**src/rtl/hba_arbiter.sv**
```systemverilog
// hba_arbiter: round-robin arbiter for up to 8 HBA bus masters.
// The grant is held for the whole transfer and released only when the owner
// drops its request and no transfer is in flight (or the transfer is acked).
// Optional watchdog: define HBA_ARB_TIMEOUT_EN to enable a grant timeout
// that revokes a stuck owner and masks its request until it drops.
//
// state   | meaning
// --------+------------------------------------------------------------
// IDLE    | no grant; arbitrate among unmasked requests each cycle
// GRANT   | one master owns the bus; hold until request drop / xferack
// RELEASE | single dead cycle with no grant before the next arbitration
module hba_arbiter #(
    parameter int NUM_MASTERS    = 4,
    parameter int OWNER_W        = 3,
    parameter int TIMEOUT_CYCLES = 255
) (
    input  logic                   hba_clk,
    input  logic                   hba_reset,
    input  logic [NUM_MASTERS-1:0] hba_mreq,
    input  logic                   hba_select,
    input  logic                   hba_xferack,
    output logic [NUM_MASTERS-1:0] hba_mgrant,
    output logic                   arb_busy,
    output logic [OWNER_W-1:0]     arb_owner,
    output logic                   arb_timeout
);

    typedef enum logic [1:0] {
        IDLE    = 2'd0,
        GRANT   = 2'd1,
        RELEASE = 2'd2
    } state_t;

    state_t                 state_q, state_d;
    logic [NUM_MASTERS-1:0] grant_q, grant_d;
    logic [OWNER_W-1:0]     owner_q, owner_d;

    logic [NUM_MASTERS-1:0] req_mask;
    logic [NUM_MASTERS-1:0] req_eff;
    logic                   scan_found;
    logic [OWNER_W-1:0]     scan_winner;
    logic [NUM_MASTERS-1:0] scan_onehot;
    logic                   owner_req;
    logic                   release_ok;

`ifdef HBA_ARB_TIMEOUT_EN
    logic [NUM_MASTERS-1:0] mask_q, mask_d;
    logic [15:0]            wdog_q, wdog_d;
    logic                   timeout_q, timeout_d;

    assign req_mask    = mask_q;
    assign arb_timeout = timeout_q;
`else
    assign req_mask    = '0;
    assign arb_timeout = 1'b0;
`endif

    assign req_eff    = hba_mreq & ~req_mask;
    // grant_q is one-hot on the owner while in GRANT, so this is mreq[owner]
    assign owner_req  = |(hba_mreq & grant_q);
    assign release_ok = !owner_req && (!hba_select || hba_xferack);

    assign hba_mgrant = grant_q;
    assign arb_busy   = |grant_q;
    assign arb_owner  = owner_q;

    // Rotating priority scan starting one past the last owner.
    always_comb begin
        scan_found  = 1'b0;
        scan_winner = '0;
        for (int i = 1; i <= NUM_MASTERS; i++) begin
            if (!scan_found && req_eff[(int'(owner_q) + i) % NUM_MASTERS]) begin
                scan_found  = 1'b1;
                scan_winner = OWNER_W'((int'(owner_q) + i) % NUM_MASTERS);
            end
        end
        scan_onehot = '0;
        for (int j = 0; j < NUM_MASTERS; j++) begin
            scan_onehot[j] = (OWNER_W'(j) == scan_winner);
        end
    end

    // Next-state and registered-output logic.
    always_comb begin
        state_d = state_q;
        grant_d = grant_q;
        owner_d = owner_q;
`ifdef HBA_ARB_TIMEOUT_EN
        mask_d    = mask_q & hba_mreq;
        wdog_d    = wdog_q;
        timeout_d = 1'b0;
`endif
        case (state_q)
            IDLE: begin
                if (scan_found) begin
                    grant_d = scan_onehot;
                    owner_d = scan_winner;
                    state_d = GRANT;
`ifdef HBA_ARB_TIMEOUT_EN
                    wdog_d  = '0;
`endif
                end
            end
            GRANT: begin
                if (release_ok) begin
                    grant_d = '0;
                    state_d = RELEASE;
                end
`ifdef HBA_ARB_TIMEOUT_EN
                else if (hba_xferack) begin
                    wdog_d = '0;
                end else if (wdog_q == 16'(TIMEOUT_CYCLES - 1)) begin
                    // revoke even mid-transfer; park the owner behind its mask
                    grant_d   = '0;
                    state_d   = RELEASE;
                    timeout_d = 1'b1;
                    mask_d    = (mask_q & hba_mreq) | grant_q;
                end else begin
                    wdog_d = wdog_q + 16'd1;
                end
`endif
            end
            RELEASE: begin
                state_d = IDLE;
            end
            default: begin
                grant_d = '0;
                state_d = IDLE;
            end
        endcase
    end

    // State and output registers with synchronous active-low reset.
    always_ff @(posedge hba_clk) begin
        if (!hba_reset) begin
            state_q <= IDLE;
            grant_q <= '0;
            owner_q <= OWNER_W'(NUM_MASTERS - 1);
`ifdef HBA_ARB_TIMEOUT_EN
            mask_q    <= '0;
            wdog_q    <= '0;
            timeout_q <= 1'b0;
`endif
        end else begin
            state_q <= state_d;
            grant_q <= grant_d;
            owner_q <= owner_d;
`ifdef HBA_ARB_TIMEOUT_EN
            mask_q    <= mask_d;
            wdog_q    <= wdog_d;
            timeout_q <= timeout_d;
`endif
        end
    end

endmodule

```
**config.mk**
```make
export PLATFORM = sky130hd
export DESIGN_NAME = hba_arbiter
export DESIGN_NICKNAME = d
export VERILOG_FILES = /design/src/rtl/hba_arbiter.sv
export SDC_FILE = /design/constraint.sdc
export NUM_CORES = 1
export LEC_CHECK = 0
export ABC_AREA = 1
export BUFFER_PORTS_ARGS = -buffer_cell sky130_fd_sc_hd__buf_2
export CAP_MARGIN = 10
export CORE_MARGIN = 2
export CORE_UTILIZATION = 56
export CTS_CLUSTER_SIZE = 25
export DETAILED_ROUTE_END_ITERATION = 8
export HOLD_SLACK_MARGIN = 0.03
export PLACE_DENSITY = 0.81
export SYNTH_ARGS = -nofsm -noshare
export SYNTH_HDL_FRONTEND = slang
export SYNTH_SLANG_ARGS = --single-unit
```
**constraint.sdc**
```tcl
create_clock -name hba_clk -period 2.7 [get_ports hba_clk]
set_input_delay 0.405 -clock hba_clk [delete_from_list [all_inputs] [get_ports hba_clk]]
set_output_delay 0.405 -clock hba_clk [all_outputs]
set_load 0.05 [all_outputs]
```
### Yosys cells after proc, flatten, opt, wreduce, memory -nomap -nowiden

Cells that the tools add are included.

* register bits: 9
* output and inout port bits: 9
* word-level logic and storage cells: 71

* $add $sub $neg: 4
* $lt $le $gt $ge: 4
* eq/ne operators: 7
* mux-type cells: 26
* bitwise logic cells: 6
* reductions and logical operators: 21

Operator list (count)
* $lt 3x4->1 const B: 4
* $mux 1: 12
* $mux 3: 4
* $pmux 4 s3: 1
* $bmux 1 s2: 4
* $mux 4: 2
* $reduce_or 2->1: 4
* $reduce_or 4->1: 2
* $eq 2x3->1 const A: 2
* $logic_not 1->1: 5
* $add 2x1->2 const B: 2
* $add 2x2->2 const B: 2
* $and 1x1->1 const A: 4
* $and 4x4->4: 1
* $logic_and 1x1->1: 4
* $mux 2: 2
* $ne 2x2->1 const B: 2
* $pmux 2 s2: 1
* $reduce_and 2->1: 2
* $eq 1x3->1 const A: 1
* $logic_not 3->1: 1
* $reduce_and 3->1: 1
* $eq 2x1->1 const B: 1
* $eq 2x2->1 const B: 1
* 3 further kinds: 3

### Logic depth before layout (Yosys ltp)

* depth in word-level cells: 19
* mapped depth: 13
* depth with buffers taken out: 12

### Worst setup path after synthesis

Ideal clock, no wire load.

* path kind: register -> register
* start point: register owner_q[1], in the netlist arb_owner[1]
* end point: register grant_q[2], in the netlist hba_mgrant[2]
* data arrival time: 1.741 ns
* data required time: 2.630 ns
* slack: 0.889 ns
* cell stages (with the launch flop): 14
* period minus slack after synthesis: 1.811 ns
* cells stage by stage: dfxtp_1 > buf_4 > inv_4 > nand2_2 > nand2_4 > nand2_4 > nand2_4 > nor2_8 > nand2_2 > nor2_2 > nand2_1 > nand2_2 > nand2_1 > a21oi_1

* cells in the longest elaborated chain, start to end: 17
* elaborated cells between the ends (all ways): 43
* classes of those cells: 4 x add/sub; 2 x eq/ne; 22 x mux; 4 x bitwise; 11 x reduce/logical

Ends and longest elaborated chain
* from (decl): line 36 `logic [OWNER_W-1:0] owner_q, owner_d;`
* from (signal assigned): line 138 `owner_q <= OWNER_W'(NUM_MASTERS - 1);`
* from (signal assigned): line 147 `owner_q <= owner_d;`
* $add 2x1->2: line 72, 74
* $bmux 1 s2: line 72 `if (!scan_found && req_eff[(int'(owner_q) + i) % NUM_MASTERS]) begin`
* $mux 1 (not written as such) (2 in a row): line 72
* $mux 1: line 72
* $logic_not 1->1: line 72
* $logic_and 1x1->1: line 72
* $mux 1: line 72
* $logic_not 1->1: line 72
* $logic_and 1x1->1: line 72
* $mux 1: line 72
* $logic_not 1->1: line 72
* $logic_and 1x1->1: line 72
* $mux 3: line 72
* $eq 2x3->1: line 79 `scan_onehot[j] = (OWNER_W'(j) == scan_winner);`
* $mux 4: line 95 `if (scan_found) begin`
* $pmux 4 s3: line 93 `case (state_q)`
* to (signal assigned): line 146 `grant_q <= grant_d;`
* to (decl): line 35 `logic [NUM_MASTERS-1:0] grant_q, grant_d;`

Several ways; a longest one is shown, not always the timed one. The select of a mux whose other input is x is not followed.
A chain may end at the register's enable or synchronous reset.

### Final worst setup path

* start point: register owner_q[1], in the netlist arb_owner[1]
* end point: register grant_q[0], in the netlist hba_mgrant[0]

* cells in the longest elaborated chain, start to end: 17
* elaborated cells between the ends (all ways): 43
* classes of those cells: 4 x add/sub; 1 x eq/ne; 22 x mux; 4 x bitwise; 12 x reduce/logical

Ends and longest elaborated chain (line)
* $add 2x1->2: 72, 74
* $bmux 1 s2: 72
* $mux 1 (not written as such) (2 in a row): 72
* $mux 1: 72
* $logic_not 1->1: 72
* $logic_and 1x1->1: 72
* $mux 1: 72
* $logic_not 1->1: 72
* $logic_and 1x1->1: 72
* $mux 1: 72
* $logic_not 1->1: 72
* $logic_and 1x1->1: 72
* $mux 3: 72
* $logic_not 3->1: 79
* $mux 4: 95
* $pmux 4 s3: 93

Several ways; a longest one is shown, not always the timed one. The select of a mux whose other input is x is not followed.

==> flow_metrics.py <==
metrics = {
    "outcome": {
        "status": "finished clean",
    },
    "yosys": {
        "synth_fa_ha_area_share_pct": 0,
        "synth-simple-area-share_pct": 57.3,
        "ys_seq_area_share_pct": 20.4,
        "synth_top_cell_by_area": "dfxtp_1",
        "synth_compound_area_share_pct": 8.12,
        "synth_area_um2": 786,
        "ys_seq_elements": 8,
        "synthTopCellsByArea": "dfxtp_1 20%, nand2_1 12%, nand2_2 10%",
        "yosys_warnings": 0,
        "syn_area_per_cell_um2": 6.49,
        "yosysTopAreaCellShare_pct": 20.4,
        "synth.distinct_cells": 21,
        "synth_xor_xnor_area_share_pct": 0,
        "yosys-mux-area-fraction_pct": 0,
        "synth_top_family_by_area": "simple AND/OR/NAND/NOR gates",
        "synthCells": 121,
    },
    "sta": {
        "rsz0062_at_grt": "no",
        "clock.fmax_mhz": 604,
        "final_max_slew_viol_count": 0,
        "finalClockSkew_ns": 0.00106,
        "setup_viol": 0,
        "fin_setup_tns_ns": 0,
        "fin_crit_sh_pct": 61.3,
        "fin_crit_ns": 1.66,
        "final_hold_viol_count": 0,
    },
    "grt": {
        "grt_pass1_wl_um": 2860,
        "grt_max_degree": 13,
        "grt_use_total_pct": 20.8,
        "gr-total-overflow": 0,
        "antenna_found_initial": 0,
        "grt_pass1_vias": 690,
    },
    "clock_network": {
        "postCtsSetupRepairBufs": 0,
        "clk_latency_ns": 0.25,
        "cts_buffers": 3,
        "post_cts_resize_count": 0,
        "cts_tree": "done",
        "hold_buffers": 0,
        "root_buffer": "clkbuf_4",
        "clock_path_buffers": 2,
        "h-tree-depth": 1,
        "clkTransAtPathRegs_ns": 0.05,
        "cts.sinks": 8,
    },
    "floorplanning": {
        "std_cell_rows": 13,
        "die_h_um": 41.5,
        "fp.coreArea_um2": 1300,
        "die_area_um2": 1720,
        "die_w_um": 41.5,
        "initial_core_util_pct": 60.4,
        "pin_count": 17,
    },
    "layout": {
        "postLayoutCellArea_um2": 867,
        "fin_nets": 145,
        "instances_no_fill": 150,
        "fillers": 134,
        "mostFrequentLayoutCell": "nand2_1",
        "antennaDiodeCount": 0,
        "syn2layout_area_growth_pct": 10.4,
        "drive_gt1_share_pct": 34.8,
        "most-common-layout-cells": "26 x nand2_1, 14 x inv_1, 14 x buf_2",
    },
    "power_and_ir_drop": {
        "seq_power_share_pct": 17.2,
        "peakVddDrop_uv": 941,
        "internal_power_w": 0.000489,
        "combPwrFrac_pct": 75.3,
        "netSwitchingFraction_pct": 60.0,
        "p_leak_nw": 0.464,
        "powerDensity_nw_per_um2": 1410,
        "power.switching_w": 0.000732,
        "total_power_w": 0.00122,
        "clkPwrFrac_pct": 7.5,
    },
    "detailed_routing": {
        "drtIter0Drc": 13,
        "vias_per_cell": 5.21,
        "routed-via-count": 781,
        "firstDrtPassIters": 4,
        "finalWirelength_um": 1620,
        "post_drt_wl_per_cell_um": 10.8,
        "antenna_left": 0,
        "remaining_drc_errors": 0,
    },
    "min_path": {
        "hold_path.class": "in -> reg",
    },
    "setup_path": {
        "endpoint": "hba_mgrant[0]",
        "reg2reg_to": "hba_mgrant[0]",
        "cp-startpoint": "arb_owner[1]",
        "critPathRequiredTime_ns": 2.88,
        "critPathCaptureType": "register",
        "worstReg2RegStart": "arb_owner[1]",
        "rrSetupSlack_ns": 1.04,
        "worstSetupStartpointType": "register",
        "arrival_ns": 1.84,
        "path_max_fanout": 9,
        "timing_worst_setup_path_type": "reg -> reg",
        "worstRegToRegCells": 12,
    },
    "place": {
        "dpl_cell_area_um2": 845,
        "dp_cells": 147,
        "io_buffers": 14,
        "gp_congestion": 0.813,
        "hpwl_um": 1310,
    },
    "flow_run": {
        "maxCapViolCount": 0,
    },
}
==> final cells by class <==
cell class                 count  area, um^2  area share [%]
sequential                     8         160            18.5
multi-input combinational     92         522            60.2
clock buffer                   3        22.5            2.60
tap                           15        18.8            2.16
inverter                      17        66.3            7.65
timing repair buffer          15        77.6            8.95
==> power by group through the flow <==
stage | sequential (W) | combinational (W) | clock [W]
after floorplan | 0.000294 | 0.000705 | 0
after global placement | 0.000210 | 0.000907 | 0
after detailed placement | 0.000213 | 0.000917 | 0
after CTS | 0.000210 | 0.000921 | 0.0000935
after global routing | 0.000217 | 0.00101 | 0.0000987
final | 0.000210 | 0.000919 | 0.0000916
==> how the worst min path moves through the flow <==
stage	cells past startpoint	endpoint	start
final	3	state_q[1]	hba_reset
after global routing	3	state_q[1]	hba_reset
after CTS	3	state_q[1]	hba_reset
after detailed placement	2	hba_mgrant[0]	hba_mgrant[0]
after global placement	2	hba_mgrant[0]	hba_mgrant[0]
after floorplan	3	state_q[1]	state_q[1]
==> synth_stat cells <==
cell type	instances
nand3_1	13
o211ai_1	1
a21oi_1	8
buf_4	4
dfxtp_1	8
o22ai_1	1
conb_1	1
o21ai_0	2
nor2_2	2
inv_1	14
nand4_1	5
nand3_2	3
nand2_4	7
inv_2	2
inv_4	1
nor2_8	1
buf_6	1
nor2_1	7
nand3b_1	1
nand2_1	26
nand2_2	13
==> metrics by stage <==
| step | setup slack, ns | utilization (%) | hold WS, ns |
|---|---|---|---|
| after CTS | 1.04 | 66.6 | 0.397 |
| after floorplan | 0.889 | - | 0.504 |
| after global routing | 0.913 | 66.6 | 0.419 |
| after global placement | 1.12 | 64.9 | 0.480 |
| after detailed placement | 1.06 | 64.9 | 0.483 |
| final | 1.04 | 66.6 | 0.399 |
==> per-layer routing <==
| metal | vias to the layer above | global-route usage, % | routed length [um] |
|---|---|---|---|
| met4 | 0 | 7.74 | 25 |
| met2 | 19 | 34.1 | 758 |
| li1 | 414 | - | - |
| met1 | 343 | 27.8 | 785 |
| met3 | 5 | 2.61 | 46 |
| met5 | - | 0 | 0 |
==> registers in the layout, indices dropped and copies added (netlist names) <==
name / flops
state_q: 2
arb_owner: 2
hba_mgrant: 4
==> cell families (layout without fill, tap and decap cells) <==
logic type             after synthesis  count (layout)
flip-flops                           8               8
other                                1               2
AO/OA/AOI/OAI                       12              12
buffers and inverters               22              35
AND/OR/NAND/NOR                     78              78
==> critical path, cell delays in order (launching register included) <==
cell and delay [ns]:
dfxtp_1 0.56, inv_4 0.09, nand2_2 0.09, nand2_4 0.06, nand2_4 0.08, nand2_4 0.07, nor2_8 0.11, nand2_2 0.06
nor2_2 0.07, nand2_1 0.08, nand2_2 0.11, nand2_1 0.05, a21oi_1 0.14
No activity file was read; power rests on OpenSTA's default activity.
